<file path="src/rtl/rotary_enc_pkg.sv">
// Shared types and helpers for the quadrature rotary encoder decoder.
package rotary_enc_pkg;

  typedef enum logic [1:0] {IDLE, PULSE, GAP} out_state_t;

  // Polarity matches the stepper driver's direction input.
  typedef enum logic {DIR_CCW = 1'b0, DIR_CW = 1'b1} dir_t;

  typedef enum logic [1:0] {STEP_NONE, STEP_CW, STEP_CCW, STEP_ILLEGAL} step_t;

  localparam logic [1:0] DETENT_AB = 2'b11;

  localparam logic signed [3:0] ACC_MAX = 4'sd4;
  localparam logic signed [3:0] ACC_MIN = -4'sd4;

  function automatic step_t classify_step(input logic [1:0] prev_ab, input logic [1:0] cur_ab);
    step_t s;
    s = STEP_NONE;
    if ((prev_ab ^ cur_ab) == 2'b11) begin
      s = STEP_ILLEGAL;
    end else if (prev_ab != cur_ab) begin
      case ({prev_ab, cur_ab})
        4'b11_10, 4'b10_00, 4'b00_01, 4'b01_11: s = STEP_CW;
        default:                                s = STEP_CCW;
      endcase
    end
    return s;
  endfunction

  // Away from the detent the accumulator never needs +4, so it fits 3 signed bits.
  function automatic logic signed [2:0] sat_acc(input logic signed [3:0] v);
    logic signed [2:0] r;
    if (v > 4'sd3)        r = 3'sd3;
    else if (v < ACC_MIN) r = 3'b100;
    else                  r = v[2:0];
    return r;
  endfunction

endpackage

</file>
<file path="src/rtl/enc_debounce.sv">
// Two-flop synchroniser plus hold-time debounce filter for one encoder channel.
module enc_debounce #(
  parameter int unsigned DEBOUNCE_CYCLES = 5000
) (
  input  logic CLOCK_50,
  input  logic reset_n,
  input  logic raw_i,
  output logic filt_o
);

  localparam int unsigned CNT_W = (DEBOUNCE_CYCLES > 1) ? $clog2(DEBOUNCE_CYCLES) : 1;
  localparam logic [CNT_W-1:0] CNT_LAST = CNT_W'(DEBOUNCE_CYCLES - 1);

  logic             sync1_q, sync2_q;
  logic             filt_q, filt_d;
  logic [CNT_W-1:0] cnt_q, cnt_d;

  // NOTE: sequential state uses non-blocking assignments so every flop samples pre-edge values.
  always_ff @(posedge CLOCK_50 or negedge reset_n) begin
    if (!reset_n) begin
      sync1_q <= 1'b1;
      sync2_q <= 1'b1;
      filt_q  <= 1'b1;
      cnt_q   <= '0;
    end else begin
      sync1_q <= raw_i;
      sync2_q <= sync1_q;
      filt_q  <= filt_d;
      cnt_q   <= cnt_d;
    end
  end

  // NOTE: defaults first so no path leaves a combinational output unassigned (no latches).
  always_comb begin
    filt_d = filt_q;
    cnt_d  = '0;
    if (sync2_q != filt_q) begin
      if (cnt_q == CNT_LAST) filt_d = sync2_q;
      else                   cnt_d  = cnt_q + 1'b1;
    end
  end

  assign filt_o = filt_q;

endmodule

</file>
<file path="src/rtl/rotary_encoder_decoder.sv">
// Quadrature encoder to cw/ccw detent pulses with a mandatory low gap.
// Define ENC_POSITION_EN to build the signed detent position counter.
module rotary_encoder_decoder
  import rotary_enc_pkg::*;
#(
  parameter int unsigned DEBOUNCE_CYCLES = 5000,
  parameter int unsigned PULSE_CYCLES    = 150000,
  parameter int unsigned GAP_CYCLES      = 50000,
  parameter int unsigned POS_WIDTH       = 16
) (
  input  logic                        CLOCK_50,
  input  logic                        reset_n,
  input  logic                        enc_a,
  input  logic                        enc_b,
  output logic                        cw,
  output logic                        ccw,
  output logic                        err,
  output logic signed [POS_WIDTH-1:0] position
);

  localparam int unsigned TMAX = (PULSE_CYCLES > GAP_CYCLES) ? PULSE_CYCLES : GAP_CYCLES;
  localparam int unsigned TW   = (TMAX > 1) ? $clog2(TMAX) : 1;
  localparam logic [TW-1:0] PULSE_LAST = TW'(PULSE_CYCLES - 1);
  localparam logic [TW-1:0] GAP_LAST   = TW'(GAP_CYCLES - 1);

  logic filt_a, filt_b;

  enc_debounce #(.DEBOUNCE_CYCLES(DEBOUNCE_CYCLES)) u_deb_a (
    .CLOCK_50 (CLOCK_50),
    .reset_n  (reset_n),
    .raw_i    (enc_a),
    .filt_o   (filt_a)
  );

  enc_debounce #(.DEBOUNCE_CYCLES(DEBOUNCE_CYCLES)) u_deb_b (
    .CLOCK_50 (CLOCK_50),
    .reset_n  (reset_n),
    .raw_i    (enc_b),
    .filt_o   (filt_b)
  );

  logic [1:0]        ab, prev_ab_q;
  step_t             step;
  logic signed [2:0] acc_q, acc_d;
  logic signed [3:0] acc_sum;
  logic              evt_q, evt_d, err_q, err_d;
  dir_t              evt_dir_q, evt_dir_d;

  assign ab   = {filt_a, filt_b};
  assign step = classify_step(prev_ab_q, ab);

  always_comb begin
    acc_sum   = {acc_q[2], acc_q};
    acc_d     = acc_q;
    evt_d     = 1'b0;
    evt_dir_d = DIR_CW;
    err_d     = 1'b0;
    case (step)
      STEP_CW, STEP_CCW: begin
        acc_sum = (step == STEP_CW) ? acc_sum + 4'sd1 : acc_sum - 4'sd1;
        if (ab == DETENT_AB) begin
          acc_d = '0;
          if (acc_sum >= ACC_MAX) begin
            evt_d     = 1'b1;
            evt_dir_d = DIR_CW;
          end else if (acc_sum <= ACC_MIN) begin
            evt_d     = 1'b1;
            evt_dir_d = DIR_CCW;
          end
        end else begin
          acc_d = sat_acc(acc_sum);
        end
      end
      STEP_ILLEGAL: begin
        err_d = 1'b1;
        acc_d = '0;
      end
      default: ;
    endcase
  end

  always_ff @(posedge CLOCK_50 or negedge reset_n) begin
    if (!reset_n) begin
      prev_ab_q <= DETENT_AB;
      acc_q     <= '0;
      evt_q     <= 1'b0;
      evt_dir_q <= DIR_CW;
      err_q     <= 1'b0;
    end else begin
      prev_ab_q <= ab;
      acc_q     <= acc_d;
      evt_q     <= evt_d;
      evt_dir_q <= evt_dir_d;
      err_q     <= err_d;
    end
  end

  out_state_t    state_q, state_d;
  logic [TW-1:0] cnt_q, cnt_d;
  dir_t          dir_q, dir_d, pend_dir_q, pend_dir_d;
  logic          pend_valid_q, pend_valid_d;
  logic          cw_q, ccw_q;

  always_ff @(posedge CLOCK_50 or negedge reset_n) begin
    if (!reset_n) begin
      state_q      <= IDLE;
      cnt_q        <= '0;
      dir_q        <= DIR_CW;
      pend_valid_q <= 1'b0;
      pend_dir_q   <= DIR_CW;
      cw_q         <= 1'b0;
      ccw_q        <= 1'b0;
    end else begin
      state_q      <= state_d;
      cnt_q        <= cnt_d;
      dir_q        <= dir_d;
      pend_valid_q <= pend_valid_d;
      pend_dir_q   <= pend_dir_d;
      cw_q         <= (state_q == PULSE) && (dir_q == DIR_CW);
      ccw_q        <= (state_q == PULSE) && (dir_q == DIR_CCW);
    end
  end

  always_comb begin
    state_d      = state_q;
    cnt_d        = cnt_q;
    dir_d        = dir_q;
    pend_valid_d = pend_valid_q;
    pend_dir_d   = pend_dir_q;
    case (state_q)
      IDLE: begin
        // A fresh event outranks (and discards) whatever was pending.
        if (evt_q) begin
          state_d      = PULSE;
          dir_d        = evt_dir_q;
          pend_valid_d = 1'b0;
          cnt_d        = '0;
        end else if (pend_valid_q) begin
          state_d      = PULSE;
          dir_d        = pend_dir_q;
          pend_valid_d = 1'b0;
          cnt_d        = '0;
        end
      end
      PULSE: begin
        if (cnt_q == PULSE_LAST) begin
          state_d = GAP;
          cnt_d   = '0;
        end else begin
          cnt_d = cnt_q + 1'b1;
        end
      end
      GAP: begin
        if (cnt_q == GAP_LAST) begin
          state_d = IDLE;
          cnt_d   = '0;
        end else begin
          cnt_d = cnt_q + 1'b1;
        end
      end
      default: state_d = IDLE;
    endcase
    if (evt_q && (state_q != IDLE)) begin
      pend_valid_d = 1'b1;
      pend_dir_d   = evt_dir_q;
    end
  end

  assign cw  = cw_q;
  assign ccw = ccw_q;
  assign err = err_q;

`ifdef ENC_POSITION_EN
  logic signed [POS_WIDTH-1:0] pos_q;

  // Counts every decoded detent, including ones the output FSM drops.
  always_ff @(posedge CLOCK_50 or negedge reset_n) begin
    if (!reset_n) begin
      pos_q <= '0;
    end else if (evt_d) begin
      pos_q <= (evt_dir_d == DIR_CW) ? pos_q + POS_WIDTH'(1) : pos_q - POS_WIDTH'(1);
    end
  end

  assign position = pos_q;
`else
  assign position = '0;
`endif

endmodule

</file>
<file path="config.mk">
export PLATFORM = sky130hd
export DESIGN_NAME = rotary_encoder_decoder
export DESIGN_NICKNAME = d
export VERILOG_FILES = /design/src/rtl/rotary_enc_pkg.sv /design/src/rtl/enc_debounce.sv /design/src/rtl/rotary_encoder_decoder.sv
export SDC_FILE = /design/constraint.sdc
export NUM_CORES = 1
export LEC_CHECK = 0
export ABC_AREA = 1
export CELL_PAD_IN_SITES_DETAIL_PLACEMENT = 0
export CELL_PAD_IN_SITES_GLOBAL_PLACEMENT = 1
export CORE_ASPECT_RATIO = 1.1
export CORE_MARGIN = 1
export CORE_UTILIZATION = 35
export DETAILED_ROUTE_END_ITERATION = 7
export PLACE_DENSITY = 0.75
export SYNTH_ARGS = -nofsm -noshare
export SYNTH_HDL_FRONTEND = slang
export SYNTH_SLANG_ARGS = --single-unit
</file>
<file path="constraint.sdc">
create_clock -name CLOCK_50 -period 2.83 [get_ports CLOCK_50]
set_clock_uncertainty 0.05 [all_clocks]
set_input_delay 0.849 -clock CLOCK_50 [delete_from_list [all_inputs] [get_ports CLOCK_50]]
set_output_delay 0.849 -clock CLOCK_50 [all_outputs]
set_load 0.02 [all_outputs]
</file>
==> results.py <==
metrics = {
    "floorplanning": {
        "dieWidth_um": 99.93,
        "fp.dieArea_um2": 10960,
        "placementRows": 38,
        "core_um2": 10080,
        "fp.dieH_um": 109.7,
        "boundaryPins": 23,
        "initial_core_util_pct": 36.63,
    },
    "run_status": {
        "outcome": "finished, final reports clean",
    },
    "sta": {
        "setup_violations": 0,
        "clock.fmax_ghz": 0.3904,
        "maxSlewViolCount": 0,
        "worst_pin_slew_ps": 649.7,
        "rsz0062_at_grt": "false",
        "holdWs_ps": 306.7,
        "hold_viol": 0,
        "layout_min_cycle_time_ps": 2561,
        "finalCritPeriodShare_pct": 90.51,
        "relSlewSlack_pct": 56.58,
    },
    "global_route": {
        "grt_overflow_total": 0,
        "grt_max_degree": 25,
        "grt_usage_pct": 14.83,
        "grt_pass1_vias": 2762,
        "grt_pass1_wl_um": 12680,
        "grt_antenna_before_repair": 0,
    },
    "detailed_routing": {
        "drtIter0Drc": 99,
        "vias_per_cell": 4.524,
        "routedWlPerCell_um": 11.43,
        "drtPass1Iterations": 4,
        "dr_wl_met2_um": 3471,
        "post-route-drc-count": 0,
        "wl_um": 7084,
        "ant_nets": 0,
        "wl_met1_um": 3370,
        "met3_length_um": 129,
        "routed.top_layer": "met4",
        "vias": 2805,
    },
    "cts": {
        "cts.htree.levels": 3,
        "clockBufferDepth": 2,
        "clk_transition_reported_paths_ps": 70,
        "insertion_delay_ps": 340,
        "clock-root-buffer": "clkbuf_8",
        "cts_tree": "done",
        "clock-sinks": 65,
        "numCtsBuffers": 9,
    },
    "synthesis": {
        "synth-seq-cells": 65,
        "netlist_instances": 457,
        "yosysUniqueCellTypes": 36,
        "yosys_warnings": 0,
        "syn_area_um2": 3692,
        "syn_area_per_cell_um2": 8.079,
        "ys.flop_type": "dfrtp_1",
        "seq_area_frac_synth_pct": 44.43,
        "async_flop_share_pct": 100.0,
        "synth_edf_count": 0,
    },
    "placed_design": {
        "dp.cells": 603,
        "place_hpwl_um": 5172,
        "port_buffers": 6,
        "gp_congestion": 0.8100,
    },
    "power_and_ir_drop": {
        "power_mw": 1.855,
        "peakVddDrop_uv": 248.6,
        "power_frac_seq_pct": 51.0,
        "p_sw_mw": 0.4250,
        "clkPwrFrac_pct": 45.6,
        "swShare_pct": 22.91,
        "power.density_nw_per_um2": 449.4,
        "p_int_mw": 1.430,
        "power_frac_comb_pct": 3.3,
        "p_leak_nw": 1.837,
    },
    "critical_path": {
        "arrival_ps": 2760,
        "cp-start-kind": "flop",
        "crit_type": "flop to flop",
        "worst_path_max_delay_cell": "dfstp_2",
        "path_cells": "xnor2_2, inv_1, ha_1, nor4_4, inv_1, ha_1, nand2_1, nand3_1, o21ai_1, or2_2, nand2_1, nand3_1, o21ai_0",
        "slowest_delay_ps": 560,
        "cpLargestDelayFamily": "simple AND/OR/NAND/NOR gates",
        "r2r_setup_slack_ps": 270,
        "crit_buf_inv": 2,
        "end_kind": "flop",
        "cp_data_required_time_ps": 3030,
        "crit_fanout": 4,
    },
    "finish": {
        "drive_above_1_share_pct": 12.92,
        "area_growth_syn_to_layout_pct": 11.79,
        "finalNonFillerCells": 620,
        "diodes": 0,
        "layout_common_cells": "nand2_1 (96), inv_1 (58), nor2_1 (55)",
        "final_common_cell": "nand2_1",
        "num-nets-final": 492,
    },
    "min_path": {
        "hp-class": "flop to flop",
    },
    "job": {
        "max_cap_viol_count": 0,
    },
}
[synth_stat cells (2+ instances only)]
cell | number | area share, %
a21oi_2 | 2 | 0.47
nand3_2 | 3 | 0.81
inv_2 | 2 | 0.20
nor2_2 | 7 | 1.2
nor2_1 | 55 | 5.6
nor3_1 | 11 | 1.5
nor3_2 | 3 | 0.81
dfstp_2 | 11 | 7.8
nand3b_1 | 3 | 0.61
nand3_1 | 31 | 4.2
a21oi_1 | 16 | 2.2
nand4_1 | 7 | 1.2
xnor2_1 | 5 | 1.2
nand2_1 | 96 | 9.8
nor3_4 | 2 | 0.88
nand2_4 | 2 | 0.61
o21ai_1 | 6 | 0.81
nor3b_1 | 2 | 0.41
nor4_1 | 5 | 0.85
buf_4 | 17 | 3.5
xor2_1 | 18 | 4.3
o21ai_0 | 16 | 2.2
nand2_2 | 3 | 0.51
ha_1 | 12 | 4.1
dfrtp_1 | 54 | 37
inv_1 | 58 | 5.9
[power by group through the flow]
stage / logic, mW / clock network, mW / registers (mW)
final: 0.0620 / 0.847 / 0.947
after global routing: 0.0718 / 0.923 / 0.948
after CTS: 0.0640 / 0.878 / 0.946
after detailed placement: 0.0639 / 0 / 0.964
after global placement: 0.0631 / 0 / 0.964
after floorplan: 0.0517 / 0 / 0.963
[routing by layer]
layer	up-vias	GRT usage, %
li1	1463	-
met1	1307	18.80
met2	23	24.78
met3	12	2.352
met4	0	7.038
met5	-	0
[cells by family after synthesis]
family / count (synthesis) / share of synthesized area (%)
buf+inv: 80 / 9.929
other cells: 1 / 0.1016
compound gates: 43 / 6.236
flops: 65 / 44.43
simple gates: 232 / 29.24
fa+ha+maj: 13 / 4.609
xor+xnor: 23 / 5.456
[area by class of cell]
cell class              instances  area, um2
clock buffers                  12      165.2
flip-flops and latches         65       1640
well taps                     140      175.2
inverters                      60      225.2
fillers                      1046       5952
multi-input cells             327       1772
repair buffers                 12      100.1
clock inverters                 4      50.05
[sequential cells by signal, summed over array words and instances, names as in the netlist]
signal           cells
u_deb_b.sync1_q      1
acc_q                3
ccw                  1
state_q              2
u_deb_a.filt_o       1
u_deb_a.sync2_q      1
prev_ab_q            2
u_deb_b.sync2_q      1
pend_dir_q           1
evt_dir_q            1
dir_q                1
evt_q                1
cnt_q               18
u_deb_a.cnt_q       13
u_deb_a.sync1_q      1
u_deb_b.cnt_q       13
cw                   1
pend_valid_q         1
err                  1
u_deb_b.filt_o       1
[metrics by stage]
| stage | instance area [um2] | TNS (ps) | utilization (%) | setup slack (ps) |
|---|---|---|---|---|
| final | 4128 | 0 | 40.95 | 268.6 |
| after global routing | 4128 | 0 | 40.95 | 30.37 |
| after CTS | 4096 | 0 | 40.64 | 47.44 |
| after detailed placement | 3875 | -5.730 | 38.44 | -5.730 |
| after global placement | 3875 | 0 | 38.44 | 140.8 |
| after floorplan | 3749 | 0 | - | 99.18 |
[what timing repair did]
action,in CTS,in global routing
hold buffers,0,0
buffers inserted,0,1
setup endpoints to repair,1,3
gates resized for setup,1,4
pin swaps,0,1
[path summary, 6_finish.rpt]
path,start,end,cells after the start
worst max-delay path,u_deb_a.filt_o$_DFFE_PN1P_,acc_q[0]$_DFFE_PN0P_,13
min in group asynchronous,reset_n,cnt_q[3]$_DFFE_PN0P_,1
worst min-delay path,u_deb_a.sync1_q$_DFF_PN1_,u_deb_a.sync2_q$_DFF_PN1_,0
worst max register to register,u_deb_a.filt_o$_DFFE_PN1P_,acc_q[0]$_DFFE_PN0P_,13
max in group asynchronous,reset_n,prev_ab_q[1]$_DFF_PN1_,2
worst min register to register,u_deb_a.sync1_q$_DFF_PN1_,u_deb_a.sync2_q$_DFF_PN1_,0
No activity file was read; power rests on OpenSTA's default activity.
